## config.mk

```make
export PLATFORM = sky130hd
export DESIGN_NAME = fetch_control_unit
export DESIGN_NICKNAME = d
export VERILOG_FILES = /design/src/rtl/ctrl_pkg.sv /design/src/rtl/fetch_control_unit.sv
export SDC_FILE = /design/constraint.sdc
export NUM_CORES = 1
export LEC_CHECK = 0
export BUFFER_PORTS_ARGS = -buffer_cell sky130_fd_sc_hd__buf_2
export CAP_MARGIN = 20
export CORE_MARGIN = 2
export CORE_UTILIZATION = 45
export CTS_CLUSTER_SIZE = 40
export DETAILED_ROUTE_END_ITERATION = 10
export PLACE_DENSITY = 0.71
export RECOVER_POWER = 25
export REMOVE_ABC_BUFFERS = 1
export SETUP_SLACK_MARGIN = 0.4
export SKIP_LAST_GASP = 1
export SYNTH_ARGS = -nofsm -noshare
export SYNTH_HDL_FRONTEND = slang
export SYNTH_SLANG_ARGS = --single-unit
```

## constraint.sdc

```tcl
create_clock -name Clock -period 1.7 [get_ports Clock]
set_input_delay 0.085 -clock Clock [delete_from_list [all_inputs] [get_ports Clock]]
set_output_delay 0.085 -clock Clock [all_outputs]
set_load 0.01 [all_outputs]
```

## src/rtl/ctrl_pkg.sv

```systemverilog
// rtl/ctrl_pkg.sv - shared control-unit encodings: FSM states, ARF/DR/Mem select codes, output bundle
package ctrl_pkg;

  typedef enum logic [2:0] {
    S_IDLE    = 3'd0,
    S_FETCH_L = 3'd1,
    S_FETCH_H = 3'd2,
    S_DECODE  = 3'd3,
    S_DR_CLR  = 3'd4,
    S_DR_LOAD = 3'd5,
    S_DONE    = 3'd6
  } state_t;

  localparam logic [2:0] ARF_SEL_NONE = 3'b000;
  localparam logic [2:0] ARF_SEL_PC   = 3'b100;
  localparam logic [2:0] ARF_SEL_AR   = 3'b010;
  localparam logic [2:0] ARF_SEL_SP   = 3'b001;

  localparam logic [1:0] ARF_FUN_HOLD = 2'b00;
  localparam logic [1:0] ARF_FUN_INC  = 2'b01;

  localparam logic [1:0] ARF_OUT_PC = 2'b00;
  localparam logic [1:0] ARF_OUT_AR = 2'b10;

  localparam logic [1:0] DR_FUN_HOLD = 2'b00;
  localparam logic [1:0] DR_FUN_CLR  = 2'b01;
  localparam logic [1:0] DR_FUN_SHL  = 2'b10;

  localparam logic MEM_CS_ON  = 1'b0;
  localparam logic MEM_CS_OFF = 1'b1;

  typedef struct packed {
    logic [1:0] out_d_sel;
    logic [1:0] fun_sel;
    logic [2:0] reg_sel;
    logic       ir_write;
    logic       ir_lh;
    logic       mem_cs;
    logic       dr_e;
    logic [1:0] dr_fun_sel;
    logic       done;
  } ctrl_t;

  localparam ctrl_t CTRL_IDLE = '{
    out_d_sel:  ARF_OUT_PC,
    fun_sel:    ARF_FUN_HOLD,
    reg_sel:    ARF_SEL_NONE,
    ir_write:   1'b0,
    ir_lh:      1'b0,
    mem_cs:     MEM_CS_OFF,
    dr_e:       1'b0,
    dr_fun_sel: DR_FUN_HOLD,
    done:       1'b0
  };

  // Datapath control word issued while the FSM sits in state s.
  function automatic ctrl_t ctrl_for(state_t s);
    ctrl_t c;
    c = CTRL_IDLE;
    case (s)
      S_FETCH_L, S_FETCH_H: begin
        c.out_d_sel = ARF_OUT_PC;
        c.mem_cs    = MEM_CS_ON;
        c.ir_write  = 1'b1;
        c.ir_lh     = (s == S_FETCH_H);
        c.reg_sel   = ARF_SEL_PC;
        c.fun_sel   = ARF_FUN_INC;
      end
      S_DR_CLR: begin
        c.dr_e       = 1'b1;
        c.dr_fun_sel = DR_FUN_CLR;
      end
      S_DR_LOAD: begin
        c.out_d_sel  = ARF_OUT_AR;
        c.mem_cs     = MEM_CS_ON;
        c.dr_e       = 1'b1;
        c.dr_fun_sel = DR_FUN_SHL;
        c.reg_sel    = ARF_SEL_AR;
        c.fun_sel    = ARF_FUN_INC;
      end
      S_DONE:  c.done = 1'b1;
      default: c = CTRL_IDLE;
    endcase
    return c;
  endfunction

endpackage

```

## src/rtl/fetch_control_unit.sv

```systemverilog
// rtl/fetch_control_unit.sv - instruction fetch / decode / DR operand-load sequencer for the ALU datapath
module fetch_control_unit
  import ctrl_pkg::*;
#(
  parameter int         DR_BYTES    = 4,
  parameter logic [5:0] LOAD_OPCODE = 6'h10
) (
  input  logic        Clock,
  input  logic        Reset,
  input  logic        Start,
  input  logic        Stall,
  input  logic [15:0] IROut,
  output logic [1:0]  ARF_OutDSel,
  output logic [1:0]  ARF_FunSel,
  output logic [2:0]  ARF_RegSel,
  output logic        IR_Write,
  output logic        IR_LH,
  output logic        Mem_CS,
  output logic        Mem_WR,
  output logic        DR_E,
  output logic [1:0]  DR_FunSel,
  output logic        Busy,
  output logic        Done,
  output logic [5:0]  Opcode
);

  if (DR_BYTES < 1 || DR_BYTES > 4) begin : g_bad_dr_bytes
    $error("fetch_control_unit: DR_BYTES must be in 1..4");
  end

  localparam logic [1:0] LAST_BYTE = 2'(DR_BYTES - 1);

  state_t     state;
  state_t     next_state;
  logic [1:0] byte_count;
  ctrl_t      ctrl_q;
  ctrl_t      ctrl_out;
  logic       busy_q;
  logic       unused_ir;

  assign unused_ir = ^IROut[9:0];

  always_comb begin
    next_state = state;
    case (state)
      S_IDLE:    next_state = Start ? S_FETCH_L : S_IDLE;
      S_FETCH_L: next_state = S_FETCH_H;
      S_FETCH_H: next_state = S_DECODE;
      S_DECODE:  next_state = (IROut[15:10] == LOAD_OPCODE) ? S_DR_CLR : S_DONE;
      S_DR_CLR:  next_state = S_DR_LOAD;
      S_DR_LOAD: next_state = (byte_count == LAST_BYTE) ? S_DONE : S_DR_LOAD;
      S_DONE:    next_state = S_IDLE;
      default:   next_state = S_IDLE;
    endcase
  end

  // Control word is registered from next_state so it lines up with the state it belongs to.
  always_ff @(posedge Clock or negedge Reset) begin
    if (!Reset) begin
      state      <= S_IDLE;
      byte_count <= 2'd0;
      Opcode     <= 6'd0;
      ctrl_q     <= CTRL_IDLE;
      busy_q     <= 1'b0;
    end else if (!Stall) begin
      state  <= next_state;
      ctrl_q <= ctrl_for(next_state);
      busy_q <= (next_state != S_IDLE);
      if (state == S_DECODE) begin
        Opcode <= IROut[15:10];
      end
      if (state == S_DR_CLR) begin
        byte_count <= 2'd0;
      end else if (state == S_DR_LOAD) begin
        byte_count <= byte_count + 2'd1;
      end
    end
  end

  // Stall masks the enables in the same cycle, so the held state reissues its word afterwards.
  assign ctrl_out = Stall ? CTRL_IDLE : ctrl_q;

  assign ARF_OutDSel = ctrl_out.out_d_sel;
  assign ARF_FunSel  = ctrl_out.fun_sel;
  assign ARF_RegSel  = ctrl_out.reg_sel;
  assign IR_Write    = ctrl_out.ir_write;
  assign IR_LH       = ctrl_out.ir_lh;
  assign Mem_CS      = ctrl_out.mem_cs;
  assign Mem_WR      = 1'b0;
  assign DR_E        = ctrl_out.dr_e;
  assign DR_FunSel   = ctrl_out.dr_fun_sel;
  assign Done        = ctrl_out.done;
  assign Busy        = busy_q;

endmodule

```

# After elaboration in Yosys (flattened, before gate mapping)
# Cells that the tools add are included.
[word_totals]
register_bits = 26
in_bits = 20
output_inout_bits = 22
wordCells = 46
[op_classes]
addsub = 1
eq_ne = 12
muxes = 12
bitwise = 1
n_reduce_logical = 7
[ops]
columns = ["operator", "n"]
rows = [
  ["$pmux W3 S6", 1],
  ["$eq A3 B3 Y1 const B", 5],
  ["$mux W14", 1],
  ["$pmux W7 S2", 1],
  ["$mux W2", 5],
  ["$eq A3 B2 Y1 const B", 3],
  ["$eq A3 B1 Y1 const B", 2],
  ["$eq A6 B5 Y1 const B", 1],
  ["$pmux W3 S2", 1],
  ["$reduce_and A2 Y1", 2],
  ["$logic_not A3 Y1", 1],
  ["$mux W1", 3],
  ["$reduce_bool A3 Y1", 1],
  ["$reduce_or A3 Y1", 1],
  ["$add A2 B1 Y2 const B", 1],
  ["$eq A2 B2 Y1 const B", 1],
  ["$reduce_bool A2 Y1", 1],
  ["$reduce_or A2 Y1", 1],
  ["$not A1 Y1", 1],
]

# Depth between registers and ports, before layout
[logic_depth]
word_depth = 6
depth_mapped = 4
ltp_nobuf = 4

# Least setup slack after synthesis
# No wires, ideal clock.
[synth_timing]
path_type = "register to register"
startpoint = "reg state[0]"
endpoint = "reg Opcode[0]"
setup_ns = 0.125
arrival_ns = 1.108
t_required_ns = 1.575
path_slack_ns = 0.467
stages_incl_launch_ff = 5
path_buffers = 1
period_less_slack_ns = 1.233
cell_sequence = "dfrtp_1 nor2b_1 and2_1 buf_6 mux2_4"
[synth_via]
elab_chain_cells = 2
[synth_lines]
columns = ["element", "line", "source"]
rows = [
  ["start: declaration", "fetch_control_unit.sv:33", "state_t state;"],
  ["start signal: assignment", "fetch_control_unit.sv:66", "state <= next_state;"],
  ["$eq A3 B2 Y1", "fetch_control_unit.sv:69", "if (state == S_DECODE) begin"],
  ["$reduce_and A2 Y1 (no line)", "-", ""],
  ["end signal: assignment", "fetch_control_unit.sv:70", "Opcode <= IROut[15:10];"],
  ["end: declaration", "fetch_control_unit.sv:24", "output logic [5:0] Opcode"],
]
# No other way between the ends.
# A chain may end at the register's enable or synchronous reset.

# Final worst setup path
[layout_timing]
startpoint = "reg state[2]"
endpoint = "reg ctrl_q[10] in the netlist's numbering"
[layout_via]
elab_chain_cells = 5
word_cells_on_any_way = 12
cone_classes = "8 x eq/ne; 2 x mux; 2 x reduce/logical"
[layout_lines]
columns = ["element", "line", "source"]
rows = [
  ["$eq A3 B3 Y1, or another cell as far along", "fetch_control_unit.sv:45", "case (state)"],
  ["$pmux W3 S6 *", "fetch_control_unit.sv:45", ""],
  ["$eq A3 B2 Y1 or $eq A3 B1 Y1 (tied branches)", "ctrl_pkg.sv:60", "case (s)"],
  ["$reduce_or A2 Y1", "ctrl_pkg.sv:60", ""],
  ["$pmux W7 S2 *", "ctrl_pkg.sv:60", ""],
  ["end signal: assignment", "fetch_control_unit.sv:67", "ctrl_q <= ctrl_for(next_state);"],
  ["end: declaration", "fetch_control_unit.sv:36", "ctrl_t ctrl_q;"],
]
# Mark *: on every way between the ends. The rest lies on a longest branch, timed or not.

==> results.cfg <==
[cts]
clock_latency_ns = 0.31
cts_made_buffers = 3
clockBufferDepth = 2
cts.sinks = 21
cts_root_buf = clkbuf_4
cts_tree = done
cts_htree_levels = 1
clk_pin_slew_ns = 0.12

[detailed_routing]
drc = 0
vias = 898
finalWirelength_mm = 2.303
vias_per_cell = 5.377
wl_per_cell_um = 13.79
ant_nets = 0
drtIter0Drc = 7
drt_pass1_iterations = 4

[power]
p_leak_uw = 0.0007039
peakVddDrop_uv = 657.0
cellPowerDensity_nw_per_um2 = 1584

[sta]
fin_tns_setup_ns = 0
fmax_mhz = 755.3
relSlewSlack = 0.2299
rsz0062_at_grt = true
clock_skew_ns = 0.008444
setup_viol = 0
fin_ws_ns = 0.3759
hold_viol = 0
finalCriticalPeriod_ns = 1.324
tightest_slew_ns = 1.155
period_share = 0.7789
drv_slew = 0

[place]
post-dp-hpwl_mm = 1.558
io_buffers = 27
gp_congestion = 0.7286
place_ws_ns = 0.1852

[synth]
synth-seq-area-share = 0.4642
synthTopCellsByArea = dfrtp_1, mux2_4, nor2b_1
async_flop_share = 1.000
ys_warn_count = 0
yosys.area.top_type_share = 0.4410
syn_inst = 107
avgSynthCellArea_um2 = 10.61
synth_cell_types = 35
synth_edf_count = 0
synth_ff_type = dfrtp_1
synth_top_area_cell = dfrtp_1
syn_area_um2 = 1135
ys_ff_latch = 21

[cells_and_area]
multi_input_area_um2 = 566.8
register_area_um2 = 528.0
nNetsFinal = 159
nFillCells = 219
area_growth_pct = 21.61
diodes = 0
drive_above_1_share = 0.3723

[worst_hold_path]
min_path_type = input port to flip-flop

[grt]
grt_pass1_wl_mm = 3.525
grt.total_usage = 0.1686
grt_pass1_vias = 803
grt_max_degree = 31
grt_overflow = 0
antenna_found_initial = 0

[floorplan]
die_h_um = 54.22
ioPinCount = 42
row_count = 18
die_w_um = 54.22
core-area_um2 = 2432
dieArea_um2 = 2940
initial_core_util = 0.4666

[critical_path]
critPathMaxFanout = 12
critPathCaptureType = flip-flop
critical_path_class = flip-flop to flip-flop
critPathLaunchType = flip-flop
worstPathArrival_ns = 1.52
crit_required_ns = 1.89

[status]
status = finished, final reports clean

[job]
cap_viol_max_count = 0
[state kept, by name, summed over array words and instances, names as in the netlist]
register    count
ctrl_q          9
Opcode          6
state           3
byte_count      2
Busy            1
[power breakdown]
part | leakage [uW] | switching (uW) | internal, uW | total (uW)
Sequential | 0.000262 | 126 | 724 | 850
Combinational | 0.000424 | 531 | 560 | 1090
Clock | 0.0000177 | 157 | 88.0 | 245
[placed cells by master (no fill, tap or decap), types with 2 or more instances in the layout]
| master | instances |
|---|---|
| a211oi_1 | 2 |
| buf_4 | 5 |
| nor3_1 | 2 |
| inv_1 | 2 |
| o31ai_1 | 2 |
| dfrtp_1 | 19 |
| o21ai_0 | 6 |
| buf_2 | 26 |
| nand2_1 | 9 |
| mux2_4 | 6 |
| a21o_1 | 4 |
| nor2b_1 | 11 |
| a22o_1 | 2 |
| nand2b_4 | 2 |
| conb_1 | 4 |
| clkbuf_4 | 3 |
| dlygate4sd3_1 | 3 |
| a21oi_1 | 4 |
| a41o_1 | 2 |
[kinds of logic (layout without fill, tap and decap cells)]
kind of cell | count (synthesis) | count (layout) | share of synthesized area
muxes | 6 | 6 | 0.07939
other | 1 | 4 | 0.003304
DFF | 21 | 21 | 0.4642
buffers and inverters | 15 | 42 | 0.08490
adders and majority gates | 1 | 1 | 0.01102
AOI/OAI and AO/OA | 29 | 29 | 0.1786
and+or+nand+nor | 34 | 34 | 0.1786
[final cells by class]
| class | count | area share |
|---|---|---|
| Multi-Input combinational cell | 74 | 0.4107 |
| Sequential cell | 21 | 0.3826 |
| Timing Repair Buffer | 36 | 0.1541 |
| Tap cell | 30 | 0.02720 |
| Clock buffer | 3 | 0.01632 |
| Inverter | 2 | 0.005440 |
| Clock inverter | 1 | 0.003626 |
[critical path, cell delays in order, from the launching register on]
cell	delay (ns)
dfrtp_1	0.43
buf_6	0.17
nand2b_1	0.16
a41oi_1	0.31
o31ai_1	0.13
[cells in the mapped netlist, types with 2 or more instances]
| cell | number |
|---|---|
| dfrtp_1 | 20 |
| buf_4 | 8 |
| buf_2 | 2 |
| nand2_1 | 9 |
| o21ai_0 | 6 |
| nor3_1 | 2 |
| nand2b_1 | 3 |
| a21o_1 | 4 |
| a41o_1 | 2 |
| a22o_1 | 2 |
| a211oi_1 | 2 |
| o31ai_1 | 3 |
| nor2b_1 | 11 |
| mux2_4 | 6 |
| clkbuf_1 | 2 |
| a21oi_1 | 4 |
| inv_1 | 2 |
| and2_1 | 2 |
[stage by stage]
| stage | instance area (um2) | hold slack, ns | instances | total power, uW | utilization |
|---|---|---|---|---|---|
| after floorplan | 1057 | -0.2106 | 97 | 1478 | - |
| after global placement | 1260 | 0.06296 | 158 | 1770 | 0.5180 |
| after detailed placement | 1260 | 0.06710 | 158 | 1820 | 0.5180 |
| after CTS | 1348 | 0.001979 | 164 | 2161 | 0.5540 |
| after global routing | 1380 | 0.002481 | 167 | 2343 | 0.5674 |
| final | 1380 | 0.01174 | 167 | 2187 | 0.5674 |
[path summary, 6_finish.rpt]
path                            startpoint            end  slack, ns  depth (start not counted)
worst max-delay path              state[2]     ctrl_q[10]       0.38                          4
min in group asynchronous            Reset  byte_count[0]       0.51                          2
max in group asynchronous            Reset       state[1]       0.43                          2
worst max register to register    state[2]     ctrl_q[10]       0.38                          4
worst min-delay path             IROut[15]      Opcode[5]       0.01                          2
worst min register to register   ctrl_q[8]      ctrl_q[8]       0.49                          1
[timing repair]
action / CTS / global route
resized for setup: 10 / 1
hold endpoints to repair: 20 / 2
pin swaps: 0 / 0
setup endpoints to repair: 12 / 13
setup buffers: 1 / 1
hold buffers: 1 / 2
[layer usage]
metal / global-route usage / vias up / routed length (um)
met3: 0.02459 / 5 / 48
met2: 0.2871 / 11 / 1202
met4: 0.08750 / 0 / 46
li1: - / 435 / -
met5: 0 / - / 0
met1: 0.2056 / 447 / 1005
Note: power is estimated with default switching activity, not from simulation.
